==> src/rtl/exe_decode_stage.sv <==
// rtl/exe_decode_stage.sv - multi-lane execute-decode stage with a 2-entry registered skid buffer
// Expands micro-opcodes into ALU/branch controls and 32-bit immediates; supports flush and tag kill.
package uopc;
  typedef enum logic [4:0] {
    UOP_NOP, UOP_LUI, UOP_ADDI, UOP_SLTI, UOP_SLTIU, UOP_XORI, UOP_ORI, UOP_ANDI,
    UOP_SLLI, UOP_SRLI, UOP_SRAI, UOP_ADD, UOP_SUB, UOP_SLL, UOP_SLT, UOP_SLTU,
    UOP_XOR, UOP_SRL, UOP_SRA, UOP_OR, UOP_AND, UOP_JAL, UOP_JALR, UOP_BEQ,
    UOP_BNE, UOP_BLT, UOP_BGE, UOP_BLTU, UOP_BGEU, UOP_LW, UOP_SW
  } micro_opcode_t;
endpackage

package immt;
  typedef enum logic [2:0] {IMM_I, IMM_S, IMM_B, IMM_U, IMM_J} imm_type_t;
endpackage

package brfnt;
  typedef enum logic [2:0] {
    BR_NONE, BR_JALR, BR_BEQ, BR_BNE, BR_BLT, BR_BGE, BR_BLTU, BR_BGEU
  } br_func_t;
endpackage

package alufnt;
  typedef enum logic [3:0] {
    ALU_ADD, ALU_SUB, ALU_SLL, ALU_SLT, ALU_SLTU, ALU_XOR, ALU_SRL, ALU_SRA, ALU_OR, ALU_AND
  } alu_func_t;
endpackage

package opr2t;
  typedef enum logic {OPR2_IMM, OPR2_RS2} opr2_sel_t;
endpackage

module exe_decode_stage #(
  parameter int ISSUE_W = 2,
  parameter int TAG_W   = 6,
  parameter int PREG_W  = 6
) (
  input  logic                  clk,
  input  logic                  rst,
  input  logic [ISSUE_W-1:0]    in_valid,
  output logic                  in_ready,
  input  uopc::micro_opcode_t   in_uopcode    [ISSUE_W],
  input  logic [19:0]           in_packed_imm [ISSUE_W],
  input  immt::imm_type_t       in_imm_type   [ISSUE_W],
  input  logic [TAG_W-1:0]      in_tag        [ISSUE_W],
  input  logic [PREG_W-1:0]     in_pdst       [ISSUE_W],
  output logic [ISSUE_W-1:0]    out_valid,
  input  logic                  out_ready,
  output alufnt::alu_func_t     out_alufn     [ISSUE_W],
  output opr2t::opr2_sel_t      out_opr2      [ISSUE_W],
  output brfnt::br_func_t       out_brfn      [ISSUE_W],
  output logic [31:0]           out_imm       [ISSUE_W],
  output logic [TAG_W-1:0]      out_tag       [ISSUE_W],
  output logic [PREG_W-1:0]     out_pdst      [ISSUE_W],
  input  logic                  flush,
  input  logic                  kill_valid,
  input  logic [TAG_W-1:0]      kill_tag
);

  typedef struct packed {
    logic                v;
    alufnt::alu_func_t   alufn;
    opr2t::opr2_sel_t    opr2;
    brfnt::br_func_t     brfn;
    logic [31:0]         imm;
    logic [TAG_W-1:0]    tag;
    logic [PREG_W-1:0]   pdst;
  } lane_t;

  typedef lane_t [ISSUE_W-1:0] bundle_t;

  bundle_t    head_q, skid_q;
  bundle_t    head_k, skid_k, new_k;
  bundle_t    head_d, skid_d;
  logic [1:0] n_held;
  logic       fire_in, fire_out;

  function automatic logic [31:0] expand_imm(immt::imm_type_t t, logic [19:0] p);
    case (t)
      immt::IMM_B: expand_imm = {{20{p[19]}}, p[8], p[18:9], 1'b0};
      immt::IMM_J: expand_imm = {{12{p[19]}}, p[7:0], p[8], p[18:9], 1'b0};
      immt::IMM_U: expand_imm = {p, 12'b0};
      default:     expand_imm = {{20{p[19]}}, p[19:8]};
    endcase
  endfunction

  function automatic lane_t decode(uopc::micro_opcode_t u, immt::imm_type_t t, logic [19:0] p,
                                   logic [TAG_W-1:0] tag, logic [PREG_W-1:0] pdst, logic v);
    lane_t l;
    l.v     = v;
    l.alufn = alufnt::ALU_ADD;
    l.opr2  = opr2t::OPR2_IMM;
    l.brfn  = brfnt::BR_NONE;
    l.imm   = expand_imm(t, p);
    l.tag   = tag;
    l.pdst  = pdst;
    // lui and addi keep the add/imm default
    case (u)
      uopc::UOP_SLTI:  l.alufn = alufnt::ALU_SLT;
      uopc::UOP_SLTIU: l.alufn = alufnt::ALU_SLTU;
      uopc::UOP_XORI:  l.alufn = alufnt::ALU_XOR;
      uopc::UOP_ORI:   l.alufn = alufnt::ALU_OR;
      uopc::UOP_ANDI:  l.alufn = alufnt::ALU_AND;
      uopc::UOP_SLLI:  l.alufn = alufnt::ALU_SLL;
      uopc::UOP_SRLI:  l.alufn = alufnt::ALU_SRL;
      uopc::UOP_SRAI:  l.alufn = alufnt::ALU_SRA;
      uopc::UOP_ADD:   l.opr2  = opr2t::OPR2_RS2;
      uopc::UOP_SUB:   begin l.alufn = alufnt::ALU_SUB;  l.opr2 = opr2t::OPR2_RS2; end
      uopc::UOP_SLL:   begin l.alufn = alufnt::ALU_SLL;  l.opr2 = opr2t::OPR2_RS2; end
      uopc::UOP_SLT:   begin l.alufn = alufnt::ALU_SLT;  l.opr2 = opr2t::OPR2_RS2; end
      uopc::UOP_SLTU:  begin l.alufn = alufnt::ALU_SLTU; l.opr2 = opr2t::OPR2_RS2; end
      uopc::UOP_XOR:   begin l.alufn = alufnt::ALU_XOR;  l.opr2 = opr2t::OPR2_RS2; end
      uopc::UOP_SRL:   begin l.alufn = alufnt::ALU_SRL;  l.opr2 = opr2t::OPR2_RS2; end
      uopc::UOP_SRA:   begin l.alufn = alufnt::ALU_SRA;  l.opr2 = opr2t::OPR2_RS2; end
      uopc::UOP_OR:    begin l.alufn = alufnt::ALU_OR;   l.opr2 = opr2t::OPR2_RS2; end
      uopc::UOP_AND:   begin l.alufn = alufnt::ALU_AND;  l.opr2 = opr2t::OPR2_RS2; end
      default: ;
    endcase
    case (u)
      uopc::UOP_JALR: l.brfn = brfnt::BR_JALR;
      uopc::UOP_BEQ:  l.brfn = brfnt::BR_BEQ;
      uopc::UOP_BNE:  l.brfn = brfnt::BR_BNE;
      uopc::UOP_BLT:  l.brfn = brfnt::BR_BLT;
      uopc::UOP_BGE:  l.brfn = brfnt::BR_BGE;
      uopc::UOP_BLTU: l.brfn = brfnt::BR_BLTU;
      uopc::UOP_BGEU: l.brfn = brfnt::BR_BGEU;
      default: ;
    endcase
    return l;
  endfunction

  function automatic logic any_valid(bundle_t b);
    logic a;
    a = 1'b0;
    for (int i = 0; i < ISSUE_W; i++) a |= b[i].v;
    return a;
  endfunction

  assign fire_in  = (|in_valid) & in_ready & ~flush;
  assign fire_out = (|out_valid) & out_ready;

  // Kill is applied to held lanes and to the bundle being written in the same cycle
  always_comb begin
    for (int i = 0; i < ISSUE_W; i++) begin
      head_k[i] = head_q[i];
      skid_k[i] = skid_q[i];
      if (kill_valid && head_q[i].tag == kill_tag) head_k[i].v = 1'b0;
      if (kill_valid && skid_q[i].tag == kill_tag) skid_k[i].v = 1'b0;
      new_k[i] = decode(in_uopcode[i], in_imm_type[i], in_packed_imm[i], in_tag[i], in_pdst[i],
                        in_valid[i] & ~(kill_valid && in_tag[i] == kill_tag));
    end
  end

  // An entry is occupied only while it has a live lane, so fully killed bundles vanish and
  // the survivors compact toward the head in arrival order.
  always_comb begin
    head_d = head_k;
    skid_d = skid_k;
    n_held = 2'd0;
    if (!fire_out && any_valid(head_k)) n_held = 2'd1;
    if (any_valid(skid_k)) begin
      if (n_held == 2'd0) head_d = skid_k;
      else                skid_d = skid_k;
      n_held = n_held + 2'd1;
    end
    if (fire_in && any_valid(new_k)) begin
      if (n_held == 2'd0) head_d = new_k;
      else                skid_d = new_k;
      n_held = n_held + 2'd1;
    end
    for (int i = 0; i < ISSUE_W; i++) begin
      if (n_held == 2'd0) head_d[i].v = 1'b0;
      if (n_held < 2'd2)  skid_d[i].v = 1'b0;
    end
  end

  always_ff @(posedge clk) begin
    if (rst) begin
      head_q   <= '0;
      skid_q   <= '0;
      in_ready <= 1'b1;
    end else if (flush) begin
      for (int i = 0; i < ISSUE_W; i++) begin
        head_q[i].v <= 1'b0;
        skid_q[i].v <= 1'b0;
      end
      in_ready <= 1'b1;
    end else begin
      head_q   <= head_d;
      skid_q   <= skid_d;
      in_ready <= (n_held < 2'd2);
    end
  end

  always_comb begin
    for (int i = 0; i < ISSUE_W; i++) begin
      out_valid[i] = head_q[i].v;
      out_alufn[i] = head_q[i].alufn;
      out_opr2[i]  = head_q[i].opr2;
      out_brfn[i]  = head_q[i].brfn;
      out_imm[i]   = head_q[i].imm;
      out_tag[i]   = head_q[i].tag;
      out_pdst[i]  = head_q[i].pdst;
    end
  end

endmodule

==> config.mk <==
export PLATFORM = sky130hd
export DESIGN_NAME = exe_decode_stage
export DESIGN_NICKNAME = d
export VERILOG_FILES = /design/src/rtl/exe_decode_stage.sv
export SDC_FILE = /design/constraint.sdc
export NUM_CORES = 1
export LEC_CHECK = 0
export ABC_CLOCK_PERIOD_IN_PS = 4300
export CORE_UTILIZATION = 40
export CTS_CLUSTER_SIZE = 40
export DETAILED_ROUTE_END_ITERATION = 16
export PLACE_DENSITY = 0.75
export REMOVE_ABC_BUFFERS = 1
export SLEW_MARGIN = 20
export SYNTH_ARGS = -nofsm -noshare
export SYNTH_HDL_FRONTEND = slang
export SYNTH_SLANG_ARGS = --single-unit
export TNS_END_PERCENT = 20
==> constraint.sdc <==
create_clock -name clk -period 4.3 [get_ports clk]
set_clock_uncertainty 0.2 [all_clocks]
set_input_delay 0.645 -clock clk [delete_from_list [all_inputs] [get_ports clk]]
set_output_delay 0.645 -clock clk [all_outputs]
set_load 0.01 [all_outputs]
* Word level (Yosys, flattened, before mapping)
Index checks and enable logic that the tools add are counted.
** Word-level totals
- Flip-flop bits (word level) :: 213
- Bits of input ports :: 93
- Output and inout port bits :: 107
- Logic and storage cells :: 163
** Operators by class
- $add $sub $neg :: 2
- Magnitude comparators :: 1
- Equal/unequal tests :: 62
- Multiplexer cells :: 21
- Bitwise gates (word level) :: 12
- Reduce and logical (&&, ||, !) cells :: 36
** Operator list (number)
- two-way mux 106 bit :: 6
- case mux 31 bit (3 select lines) :: 2
- == test 5 bit (second input constant) :: 24
- == test 5 x 4 -> 1 bit (second input constant) :: 16
- case mux 4 bit (9 select lines) :: 2
- case mux 3 bit (7 select lines) :: 2
- == test 5 x 3 -> 1 bit (second input constant) :: 8
- OR reduction 2 bit :: 19
- == test 6 bit :: 6
- OR reduction 10 bit :: 2
- == test 3 x 2 -> 1 bit (second input constant) :: 4
- == test 5 x 2 -> 1 bit (second input constant) :: 2
- logical AND 1 bit :: 8
- two-way mux 1 bit :: 7
- == test 3 bit (second input constant) :: 2
- zero test 2 bit :: 3
- OR reduction 3 bit :: 2
- AND 1 bit :: 5
- adder 2 x 1 -> 2 bit (second input constant) :: 2
- two-way mux 2 bit :: 2
- NOT 1 bit :: 4
- bitwise OR 1 bit :: 3
- AND reduction 3 bit :: 1
- less-than comparator 2 bit (second input constant) :: 1
- zero test 1 bit :: 1

* Longest topological paths before layout
- Depth after elaboration :: 12
- Mapped depth :: 15
- Depth with buffers taken out :: 12

* Worst setup path before layout
OpenSTA, ideal clock, no wires.
- Path type :: input to register
- Start point :: in kill_tag[4]
- End point :: reg head_q, in the netlist out_imm[10]
- Library setup time :: 0.060 ns
- Arrival time :: 3.506 ns
- Required time :: 4.040 ns
- Setup slack :: 0.534 ns
- Stages :: 14
- Path buffers :: 3
- Cells stage by stage :: buf_2 -> xor2_1 -> o41a_1 -> or2_2 -> inv_1 -> ha_1 -> and3b_1 -> and2_1 -> o21a_1 -> buf_2 -> o21ai_2 -> clkbuf_1 -> nor2_1 -> a221o_1
** On the way
- Cells in the longest elaborated chain, start to end :: 11
- Elaborated cells on any way between the ends :: 34
- Those cells by class :: add/sub (1); eq/ne (6); mux (10); bitwise (7); reduce/logical (10)
** RTL lines
- start: declaration :: line 56 : input logic [TAG_W-1:0] kill_tag
- == test 6 bit :: line 146 : if (kill_valid && head_q[i].tag == kill_tag) head_k[i].v = 1'b0;
- logical AND 1 bit :: line 146
- two-way mux 1 bit :: line 146
- bitwise OR 1 bit :: line 134 : for (int i = 0; i < ISSUE_W; i++) a |= b[i].v;
- logical AND 1 bit :: line 159 : if (!fire_out && any_valid(head_k)) n_held = 2'd1;
- two-way mux 1 bit :: line 159
- adder 2 x 1 -> 2 bit / zero test 2 bit (equally long branches) :: line 163, 161
- two-way mux 2 bit / two-way mux 106 bit (equally long branches) :: line 160, 161
- zero test 2 bit / two-way mux 106 bit (equally long branches) :: line 166, 160
- two-way mux 106 bit :: line 166 : if (n_held == 2'd0) head_d = new_k;
- two-way mux 106 bit (*) :: line 165 : if (fire_in && any_valid(new_k)) begin
- end: declaration :: line 71 : bundle_t head_q, skid_q;
Mark *: on every way between the ends. The rest lies on a longest branch, timed or not.
A chain may end at the register's enable or synchronous reset.

* Worst setup path after layout
- Start point :: in kill_tag[5]
- End point :: reg head_q, in the netlist out_imm[42]
The elaborated chain is that of the path after synthesis.

==> results.sh <==
export IMPL_critPathKind="in -> reg"
export IMPL_fill_cells=2244
export IMPL_cts_tree="yes"
export IMPL_hold_path_depth=2
export IMPL_drt_first_pass_iters=5
export IMPL_drc_errors=0
export IMPL_min_period_ns=3.89
export IMPL_cellPowerDensity_nw_per_um2=380
export IMPL_finalPower_w=0.00498
export IMPL_rsz0062_at_grt="false"
export IMPL_fp_dieH_um=160
export IMPL_ctsResizeCount=0
export IMPL_grt_pass1_vias=8853
export IMPL_tightest_slew_ns=0.954
export IMPL_hp_start="skid_k[74]$_SDFFE_PP0P_"
export IMPL_syn_area_um2=9950
export IMPL_path_clk_slew_ns=0.06
export IMPL_path_cells="clkdlybuf4s50_1, xor2_1, o41a_1, or2_2, inv_1, ha_1, and3b_1, and2_1, o21a_1, o21ai_2, nor2_1, a221o_1"
export IMPL_reg2reg_from="skid_k[62]$_SDFFE_PP0P_"
export IMPL_antenna_found_initial=1
export IMPL_maxCapViolCount=0
export IMPL_place_gp_congestion=0.879
export IMPL_ys_async_sr_fraction_pct=0
export IMPL_grt_pass1_wl_um=47600
export IMPL_initial_core_util_pct=40.8
export IMPL_synth_warnings=0
export IMPL_status="completed"
export IMPL_rr_worst_depth=12
export IMPL_synthToLayoutAreaGrowth_pct=31.9
export IMPL_place_area_um2=12300
export IMPL_ys_top_cells_by_area="dfxtp_1, a221o_1, a21oi_1"
export IMPL_synth_cell_types=59
export IMPL_fmax_ghz=0.257
export IMPL_grt_max_degree=132
export IMPL_grtUsageTotal_pct=22.7
export IMPL_cp_buffers_inverters=2
export IMPL_crit_path_end_kind="flop"
export IMPL_syn_inst=1167
export IMPL_synth_edf_count=0
export IMPL_min_to="skid_k[74]$_SDFFE_PP0P_"
export IMPL_synth_common_cells="dfxtp_1, a21oi_1, nand2_1"
export IMPL_yosys_register_bits=213
export IMPL_core_um2=24400
export IMPL_nets=1415
export IMPL_cts_hold_buf=0
export IMPL_drive_gt1_share_pct=7.77
export IMPL_r2r_end="out_imm[42]$_SDFFE_PP0N_"
export IMPL_post_route_util_pct=53.8
export IMPL_htree_levels=1
export IMPL_root_buffer="clkbuf_16"
export IMPL_worstPathArrival_ns=4.15
export IMPL_drt_initial_drc_count=619
export IMPL_ioPinCount=200
export IMPL_post_cts_setup_buffers=0
export IMPL_worstPathRequired_ns=4.56
export IMPL_num_vias=9576
export IMPL_cts_buffers=24
export IMPL_ctsLongestPathBuffers=3
export IMPL_wl_per_cell_um=18.0
export IMPL_placementRows=57
export IMPL_clkSinkCount=213
export IMPL_hp_class="reg -> reg"
export IMPL_slowest_delay_ns=0.60
export IMPL_setup_viol=0
export IMPL_cp_slowest_cell="clkdlybuf4s50_1"
export IMPL_hold_viol=0
export IMPL_ff2ff_setup_slack_ns=0.84
export IMPL_relSlewSlack_pct=36.4
export IMPL_synth_area_leader_cell="dfxtp_1"
export IMPL_path_delay_family="simple AND/OR/NAND/NOR gates"
export IMPL_worst_skew_pair_late_latency_ns=0.52
export IMPL_grt_overflow=0
export IMPL_io_buffer_count=199
export IMPL_yosysMostFrequentCell="dfxtp_1"
export IMPL_ys_flop_type="dfxtp_1"
export IMPL_stdcell_area_um2=13100
export IMPL_seq_area_frac_synth_pct=42.8
export IMPL_ant_nets=0
export IMPL_cp_max_fo=10
export IMPL_hpwl_um=19500
export IMPL_wl_um=30000
export IMPL_dieArea_um2=25500
export IMPL_leakage_nw=4.64
export IMPL_ir_worst_vdd_uv=273
export IMPL_crit_path_start_kind="input port"
export IMPL_fin_crit_sh_pct=90.4
export IMPL_synth_top_cell_area_share_pct=42.8
export IMPL_avgSynthCellArea_um2=8.53
export IMPL_dieWidth_um=160
export IMPL_slew_violations=0
export IMPL_vias_per_cell=5.76
flip-flops by register name, indices dropped and copies added (netlist names):
signal,flops
out_alufn,8
skid_q,2
out_imm,64
in_ready,1
out_tag,12
out_opr2,2
out_valid,2
out_pdst,12
out_brfn,6
skid_k,104
area by class of cell:
class                   instances  area, um^2  area share (%)
diodes                          1        2.50          0.0191
well taps                     324         405            3.09
multi-input cells             813        5090            38.8
flip-flops and latches        213        4260            32.5
clock inverters                13         173            1.32
inverters                      31         116           0.887
clock buffers                  31         698            5.32
repair buffers                237        2370            18.1
worst max path at each step:
stage                startpoint                        to  slack (ns)  depth (start not counted)
finish              kill_tag[5]  out_imm[42]$_SDFFE_PP0N_        0.41                         12
global route        kill_tag[0]  out_imm[37]$_SDFFE_PP0N_        0.20                         13
CTS                 kill_tag[5]  out_imm[37]$_SDFFE_PP0N_        0.45                         12
detailed placement  kill_tag[5]  out_imm[39]$_SDFFE_PP0N_       -0.09                         12
global placement    kill_tag[2]  out_imm[38]$_SDFFE_PP0N_       -0.02                         13
floorplan           kill_tag[0]   skid_k[98]$_SDFFE_PP0P_       -6.15                          9
layer usage:
layer / track usage [%] / share of wire [%]
met4: 6.77 / 2.0
met3: 2.81 / 6.2
met2: 38.0 / 47
met1: 30.3 / 45
met5: 0 / 0
metrics by stage:
stage / setup slack (ns) / TNS, ns / hold slack [ns] / cells
finish: 0.413 / 0 / 0.246 / 1663
global route: 0.196 / 0 / 0.263 / 1663
CTS: 0.447 / 0 / 0.248 / 1662
detailed placement: -0.0854 / -0.782 / 0.239 / 1618
global placement: -0.0151 / -0.147 / 0.233 / 1618
floorplan: -6.15 / -611.31 / 0.221 / 1057
cell usage in the layout (no fill, tap or decap), types with 9 or more instances in the layout:
cell type | Yosys | final
clkbuf_16 | 0 | 25
a21oi_1 | 128 | 127
nor2_1 | 93 | 92
a211oi_1 | 51 | 50
a21o_1 | 20 | 20
a221o_1 | 74 | 74
o211ai_1 | 24 | 24
a22oi_1 | 23 | 23
nand2_1 | 108 | 108
dfxtp_1 | 213 | 213
xor2_1 | 9 | 9
buf_4 | 0 | 31
o21ai_0 | 42 | 42
clkdlybuf4s50_1 | 0 | 198
a2111oi_0 | 18 | 18
a31oi_1 | 9 | 9
and3_1 | 35 | 35
xnor2_1 | 35 | 35
inv_1 | 31 | 31
nand3_1 | 54 | 54
report_power, final:
group | total (W) | internal [W] | switching (W)
Combinational | 0.000660 | 0.000315 | 0.000345
Sequential | 0.00208 | 0.00204 | 0.0000473
Clock | 0.00224 | 0.00138 | 0.000853
Total | 0.00498 | 0.00374 | 0.00125
cells by family (layout without fill, tap and decap cells):
group                      Yosys count  in the layout  share of synthesized area (%)
DFF                                213            213                           42.8
AOI/OAI and AO/OA                  426            426                           30.5
and+or+nand+nor                    338            338                           15.7
muxes                                3              3                          0.302
adders and majority gates            2              2                          0.251
buffers and inverters              141            312                           6.49
other                                0              1                              0
xor gates and xnor gates            44             44                           3.87
tightest hold or removal path, delay by kind of cell, from the launching register on:
family	cells	cell delay (ns)
AOI/OAI and AO/OA	1	0.05
DFF	1	0.30
and+or+nand+nor	1	0.05
No activity file was read; power rests on OpenSTA's default activity.
